==> config.mk <==
export PLATFORM = sky130hd
export DESIGN_NAME = circuit5_operand_loader
export DESIGN_NICKNAME = d
export VERILOG_FILES = /design/src/rtl/circuit5_operand_loader_pkg.sv /design/src/rtl/circuit5_operand_loader_latency_timer.sv /design/src/rtl/circuit5_operand_loader.sv
export SDC_FILE = /design/constraint.sdc
export NUM_CORES = 1
export LEC_CHECK = 0
export CAP_MARGIN = 20
export CORE_AREA = 2 2 135 163
export CTS_CLUSTER_SIZE = 8
export DETAILED_ROUTE_END_ITERATION = 12
export DIE_AREA = 0 0 137 165
export PLACE_DENSITY_LB_ADDON = 0.2
export SLEW_MARGIN = 20
export SYNTH_ARGS = -nofsm -noshare
export SYNTH_HDL_FRONTEND = slang
export SYNTH_SLANG_ARGS = --single-unit
==> constraint.sdc <==
create_clock -name Clk -period 2.35 [get_ports Clk]
set_input_delay 0.3525 -clock Clk [delete_from_list [all_inputs] [get_ports Clk]]
set_output_delay 0.3525 -clock Clk [all_outputs]
set_load 0.01 [all_outputs]
==> src/rtl/circuit5_operand_loader_pkg.sv <==
// Shared types and defaults for the Circuit5 operand loader.
// The state encoding is fixed so that external probes can decode it.
package circuit5_operand_loader_pkg;

  localparam int unsigned DEFAULT_DATAWIDTH = 64;
  localparam int unsigned DEFAULT_LATENCY   = 2;
  localparam int unsigned DEFAULT_CNTW      = 16;
  localparam int unsigned STATE_W           = 3;

  typedef enum logic [STATE_W-1:0] {
    S_A    = 3'd0,
    S_B    = 3'd1,
    S_C    = 3'd2,
    S_HOLD = 3'd3,
    S_RES  = 3'd4
  } state_e;

  // States in which a new operand word may be taken.
  function automatic logic is_load_state(input state_e s);
    return (s == S_A) || (s == S_B) || (s == S_C);
  endfunction

  // States in which a complete triple is parked on the datapath.
  function automatic logic is_busy_state(input state_e s);
    return (s == S_HOLD) || (s == S_RES);
  endfunction

endpackage

==> src/rtl/circuit5_operand_loader_latency_timer.sv <==
// Loadable down-counter that flags the cycle in which the datapath
// register pipeline has settled (count == 1).
module circuit5_operand_loader_latency_timer
  import circuit5_operand_loader_pkg::*;
#(
  parameter int unsigned LATENCY = DEFAULT_LATENCY
) (
  input  logic clk,
  input  logic rst_n,
  input  logic load_i,
  input  logic dec_i,
  output logic last_o
);

  localparam int unsigned CW = $clog2(LATENCY + 1);

  logic [CW-1:0] count_q;
  logic [CW-1:0] count_d;
  logic          last_q;

  // Load wins over decrement; the count saturates at zero once expired.
  always_comb begin
    count_d = count_q;
    if (load_i) begin
      count_d = CW'(LATENCY);
    end else if (dec_i && (count_q != '0)) begin
      count_d = count_q - CW'(1);
    end
  end

  always_ff @(posedge clk or negedge rst_n) begin
    if (!rst_n) begin
      count_q <= '0;
      last_q  <= 1'b0;
    end else begin
      count_q <= count_d;
      last_q  <= (count_d == CW'(1));
    end
  end

  assign last_o = last_q;

endmodule

==> src/rtl/circuit5_operand_loader.sv <==
// Collects a, b, c operand words from a valid/ready stream, holds them stable
// through the datapath latency, then presents a result-valid handshake.
module circuit5_operand_loader
  import circuit5_operand_loader_pkg::*;
#(
  parameter int unsigned DATAWIDTH = DEFAULT_DATAWIDTH,
  parameter int unsigned LATENCY   = DEFAULT_LATENCY,
  parameter int unsigned CNTW      = DEFAULT_CNTW
) (
  input  logic                 Clk,
  input  logic                 Rst,
  input  logic [DATAWIDTH-1:0] in_data,
  input  logic                 in_valid,
  output logic                 in_ready,
  output logic [DATAWIDTH-1:0] a,
  output logic [DATAWIDTH-1:0] b,
  output logic [DATAWIDTH-1:0] c,
  output logic                 busy,
  output logic                 res_valid,
  input  logic                 res_ready,
  output logic [CNTW-1:0]      txn_count
);

  state_e               state_q;
  state_e               state_d;
  logic [DATAWIDTH-1:0] a_q;
  logic [DATAWIDTH-1:0] b_q;
  logic [DATAWIDTH-1:0] c_q;
  logic [CNTW-1:0]      txn_q;
  logic                 in_ready_q;
  logic                 busy_q;
  logic                 res_valid_q;

  logic                 accept;
  logic                 load_timer;
  logic                 timer_last;
  logic                 txn_done;

  assign accept = in_valid && in_ready_q;

  circuit5_operand_loader_latency_timer #(
    .LATENCY (LATENCY)
  ) u_latency_timer (
    .clk    (Clk),
    .rst_n  (Rst),
    .load_i (load_timer),
    .dec_i  (state_q == S_HOLD),
    .last_o (timer_last)
  );

  // Next-state decode; outputs are registered from the next state.
  always_comb begin
    state_d    = state_q;
    load_timer = 1'b0;
    txn_done   = 1'b0;
    case (state_q)
      S_A: begin
        if (accept) state_d = S_B;
      end
      S_B: begin
        if (accept) state_d = S_C;
      end
      S_C: begin
        if (accept) begin
          state_d    = S_HOLD;
          load_timer = 1'b1;
        end
      end
      S_HOLD: begin
        if (timer_last) state_d = S_RES;
      end
      S_RES: begin
        if (res_ready) begin
          state_d  = S_A;
          txn_done = 1'b1;
        end
      end
      default: state_d = S_A;
    endcase
  end

  always_ff @(posedge Clk or negedge Rst) begin
    if (!Rst) begin
      state_q     <= S_A;
      a_q         <= '0;
      b_q         <= '0;
      c_q         <= '0;
      txn_q       <= '0;
      in_ready_q  <= 1'b0;
      busy_q      <= 1'b0;
      res_valid_q <= 1'b0;
    end else begin
      state_q     <= state_d;
      in_ready_q  <= is_load_state(state_d);
      busy_q      <= is_busy_state(state_d);
      res_valid_q <= (state_d == S_RES);
      if (accept && (state_q == S_A)) a_q <= in_data;
      if (accept && (state_q == S_B)) b_q <= in_data;
      if (accept && (state_q == S_C)) c_q <= in_data;
      if (txn_done) txn_q <= txn_q + CNTW'(1);
    end
  end

  assign in_ready  = in_ready_q;
  assign busy      = busy_q;
  assign res_valid = res_valid_q;
  assign a         = a_q;
  assign b         = b_q;
  assign c         = c_q;
  assign txn_count = txn_q;

endmodule

==> After elaboration in Yosys (flattened, before gate mapping) <==
Index checks and enable logic that the tools add are counted.
{ "classes": {"reduce_logical": 11, "n_mux": 12, "n_addsub": 2, "eq_ne": 9} }
{ "op_table": {"columns": ["operator", "count"], "rows": [
  ["16-bit by 1-bit adder with 16-bit output, second input constant", 1],
  ["3-bit two-way mux", 5],
  ["3-bit case mux with 5 select lines", 1],
  ["3-bit by 2-bit == test with 1-bit output, second input constant", 4],
  ["3-bit by 1-bit == test with 1-bit output, second input constant", 2],
  ["3-bit == test, second input constant", 2],
  ["3-bit logical NOT", 2],
  ["1-bit logical AND", 5],
  ["1-bit two-way mux", 4],
  ["2-bit two-way mux", 2],
  ["1-bit logical OR", 3],
  ["2-bit by 1-bit == test with 1-bit output, second input constant", 1],
  ["2-bit nonzero test", 1],
  ["2-bit by 1-bit subtractor with 2-bit output, second input constant", 1]
]} }
{ "word_totals": {"reg_bits": 217, "word_cells": 44, "output_inout_bits": 211} }

==> Longest topological paths before layout <==
{ "logic_depth": {"depth_word": 6, "depth_mapped": 6, "ltp_nobuf": 6} }

==> Modules after synthesis <==
From an unflattened synthesis, not the netlist that was laid out.
{ "hier_totals": {"cells_unflattened": 507, "hier_area_um2": 8567.0} }
{ "by_module_without_submodules": {"columns": ["mod", "n_inst", "area_each_um2", "cells_each", "seq_area_each_um2"], "rows": [
  ["circuit5_operand_loader", 1, 8409.3, 493, 5355.1],
  ["circuit5_operand_loader_latency_timer", 1, 157.7, 14, 75.1]
]} }

==> Worst setup path after synthesis <==
OpenSTA, ideal clock, no wires.
{ "synth_timing": {"path_type": "reg2reg", "startpoint": "register state_q[1]", "endpoint": "register txn_q[15] (netlist: txn_count[15])", "path_buffers": 2, "setup_slack_ps": 561, "arrival_ps": 1664, "setup_time_ps": 125, "path_stages_with_launch": 7, "cell_sequence": "dfrtp_1 -> buf_2 -> and4bb_1 -> buf_4 -> nand4_4 -> or4_4 -> xnor2_2"} }
{ "synth_between": {"elab_chain_cells": 2} }
{ "synth_rtl": {"columns": ["item", "line_no", "text"], "rows": [
  ["start: declaration", "circuit5_operand_loader.sv:24", "state_e state_q;"],
  ["start signal: assignment", "circuit5_operand_loader.sv:93", "state_q <= state_d;"],
  ["3-bit == test", "circuit5_operand_loader.sv:56", "case (state_q)"],
  ["1-bit two-way mux", "circuit5_operand_loader.sv:56", null],
  ["end signal: assignment", "circuit5_operand_loader.sv:100", "if (txn_done) txn_q <= txn_q + CNTW'(1);"],
  ["end: declaration", "circuit5_operand_loader.sv:29", "logic [CNTW-1:0] txn_q;"]
]} }
No other way between the ends.
A chain may end at the register's enable or synchronous reset.

==> Worst setup path after layout <==
{ "layout_timing": {"startpoint": "register txn_q[4] (netlist: txn_count[4])", "endpoint": "output port txn_count[4]"} }
{ "layout_rtl": {"columns": ["item", "line_no", "text"], "rows": [
  ["end: declaration", "circuit5_operand_loader.sv:21", "output logic [CNTW-1:0] txn_count"]
]} }
No word-level cell between the ends.

==> metrics <==
insertion delay to the later sink of the worst-skew pair 520 ps; ys async rst share 1.00; run status complete, no violations; sequential cell area fraction in the yosys report 0.658; detailed placer's ending HPWL 14600 um; Total Routing Usage GR 0.184; first-pass GRT wire length 32400 um; via/cell ratio 4.93; syn avg cell area 16.2 um^2; PortBufs 278; Yosys reg bits 217; number of fill cells in the layout 1599; reg-to-reg startpoint state_q[1]$_DFF_PN0_; Pleak 5.17 nW; Tcrit/Tclk final 0.823; Nets 883; layout cells sized above 1 0.298; crit path to txn_count[4]; CP bufs+invs 1; Worst Path Required 2000 ps; crit-path max FO 4; total CTS buffers 31; final hold vios 0; antenna violation net count after detailed routing 0; initial antenna violation count 0; WL/cell 19.2 um; post-synthesis cell count 509; I/O Pins 279; crit end category primary output; DRT iter0 DRCs 208; worst slew pin tran 562 ps; Vias 5339; synth-to-layout area growth 49.1%; Crit path max-delay family buffers and inverters; CP max stage delay 600 ps; die height 165 um; MaxCap Viol Count 0; pwr/cell area 1460 nW/um^2; clk root buf clkbuf_16; Setup crit start txn_count[4]$_DFFE_PN0P_; final WL 20800 um; Final setup violation count 0; die width 137 um; Post-Syn Area 8250 um^2; Worst Skew 9.09 ps; commonest non-fill, non-tap cell in the layout clkdlybuf4s50_1; Cell Chain, Critical Path clkdlybuf4s50_1; number of flops mapped to enable cells by yosys 0; achievable frequency 0.517 GHz; CTS tree done; core area 20900 um^2; die area 22600 um^2; setup tns final 0 ps; First-pass DRT Iterations 4; Clock H-tree levels 1; Hold Path Class in -> async; WS Path Type reg -> out; top_reg_cell synth dfrtp_1; Sink Count 217; worst vdd ir 800 uV; slew margin rel. 0.626; min Tclk post-route 1930 ps; GPL Wtd Cong 0.793; Max Slew Vio Count 0; Worst R2R End c[35]$_DFFE_PN0P_; syn nets 579; reg2reg setup slack 420 ps; most frequent cells in the layout clkdlybuf4s50_1 (277), dfrtp_1 (217), mux2_2 (188), clkbuf_16 (31), nor2_1 (13); CTS max path bufs 3; CP Launch Type flop; post-synthesis cell type count 33; Clk pin slew, worst setup/hold paths 50 ps; data arrival time of the critical path 1580 ps; RSZ-0062 raised after global routing false; yosys warns 0; FP Rows 58; number of global-route vias before repair 5887; Crit-path slowest cell clkdlybuf4s50_1; grt total ovfl 0; r2r worst-path depth 4; stages on the worst setup path 1; Post-CTS Setup Repair Bufs 0; DRC violations left 0; largest net degree at the start of global routing 64; total power 18.0 mW; initial core utilization 0.395
-- logic make-up (layout without fill, tap and decap cells) --
group | Yosys count | count (layout) | synth area share
buffers and inverters | 26 | 330 | 0.0162
other | 0 | 1 | 0
XOR/XNOR | 16 | 16 | 0.0179
AO/OA/AOI/OAI | 9 | 9 | 0.00758
adder cells (fa/ha/maj) | 2 | 2 | 0.00303
flip-flops | 217 | 217 | 0.658
multiplexers | 193 | 193 | 0.263
AND/OR/NAND/NOR | 46 | 46 | 0.0340
-- area by class of cell --
cell class	instances	area (um^2)	share of cell area
clock buffers	32	779	0.0634
flip-flops and latches	217	5430	0.441
well taps	270	338	0.0275
multi-input cells	266	2700	0.219
clock inverters	1	8.76	0.000712
repair buffers	294	3030	0.247
inverters	3	11.3	0.000915
diodes	1	2.50	0.000203
-- stage by stage --
stage	util	std cells	setup WS, ps	cell area, um^2	hold WS, ps
after global placement	0.550	1049	192	11500	380
after global routing	0.589	1083	327	12300	444
after floorplan	-	509	561	8250	56.9
final	0.589	1084	416	12300	399
after CTS	0.589	1083	389	12300	393
after detailed placement	0.550	1049	158	11500	390
-- per-layer routing --
metal,share of wire,vias up,track usage
met2,0.53,176,0.330
met4,0.021,0,0.0553
met5,0,-,0
met1,0.36,2737,0.209
li1,-,2390,-
met3,0.081,36,0.0580
-- worst min path at each step --
stage / from / endpoint
after floorplan: Rst / a[0]$_DFFE_PN0P_
after global placement: Rst / c[16]$_DFFE_PN0P_
after detailed placement: Rst / c[21]$_DFFE_PN0P_
after CTS: Rst / c[17]$_DFFE_PN0P_
after global routing: Rst / a[17]$_DFFE_PN0P_
final: Rst / c[17]$_DFFE_PN0P_
-- flip-flops by register name (all words and copies together) (netlist names) --
signal,flops
c,64
res_valid,1
a,64
state_q,3
u_latency_timer.count_q,2
txn_count,16
in_ready,1
b,64
busy,1
u_latency_timer.last_o,1
-- Yosys cell counts, types with 2 or more instances --
cell,count,area (um^2)
nand3_1,3,15.0
nand2b_1,2,12.5
a211o_1,2,17.5
inv_1,3,11.3
ha_1,2,25.0
buf_4,3,22.5
xnor2_1,5,43.8
xor2_1,10,87.6
mux2_1,5,56.3
nor3_1,3,15.0
mux2_2,188,2120
a31oi_1,2,12.5
nand4_1,4,25.0
dfrtp_1,217,5430
nand2_1,10,37.5
buf_2,20,100
o22ai_1,2,12.5
nor2_1,13,48.8
-- power breakdown --
group | leakage [nW] | internal [mW] | switching [mW]
sequential | 2.61 | 5.55 | 1.02
clock | 0.387 | 2.29 | 1.44
combinational | 2.17 | 4.85 | 2.87
-- timing repair --
item                                   in CTS  in global routing
hold buffers                                1                  0
gates resized for setup                     0                  0
endpoints found under the hold margin      57                  0
Power figures use the tool's default switching activity.
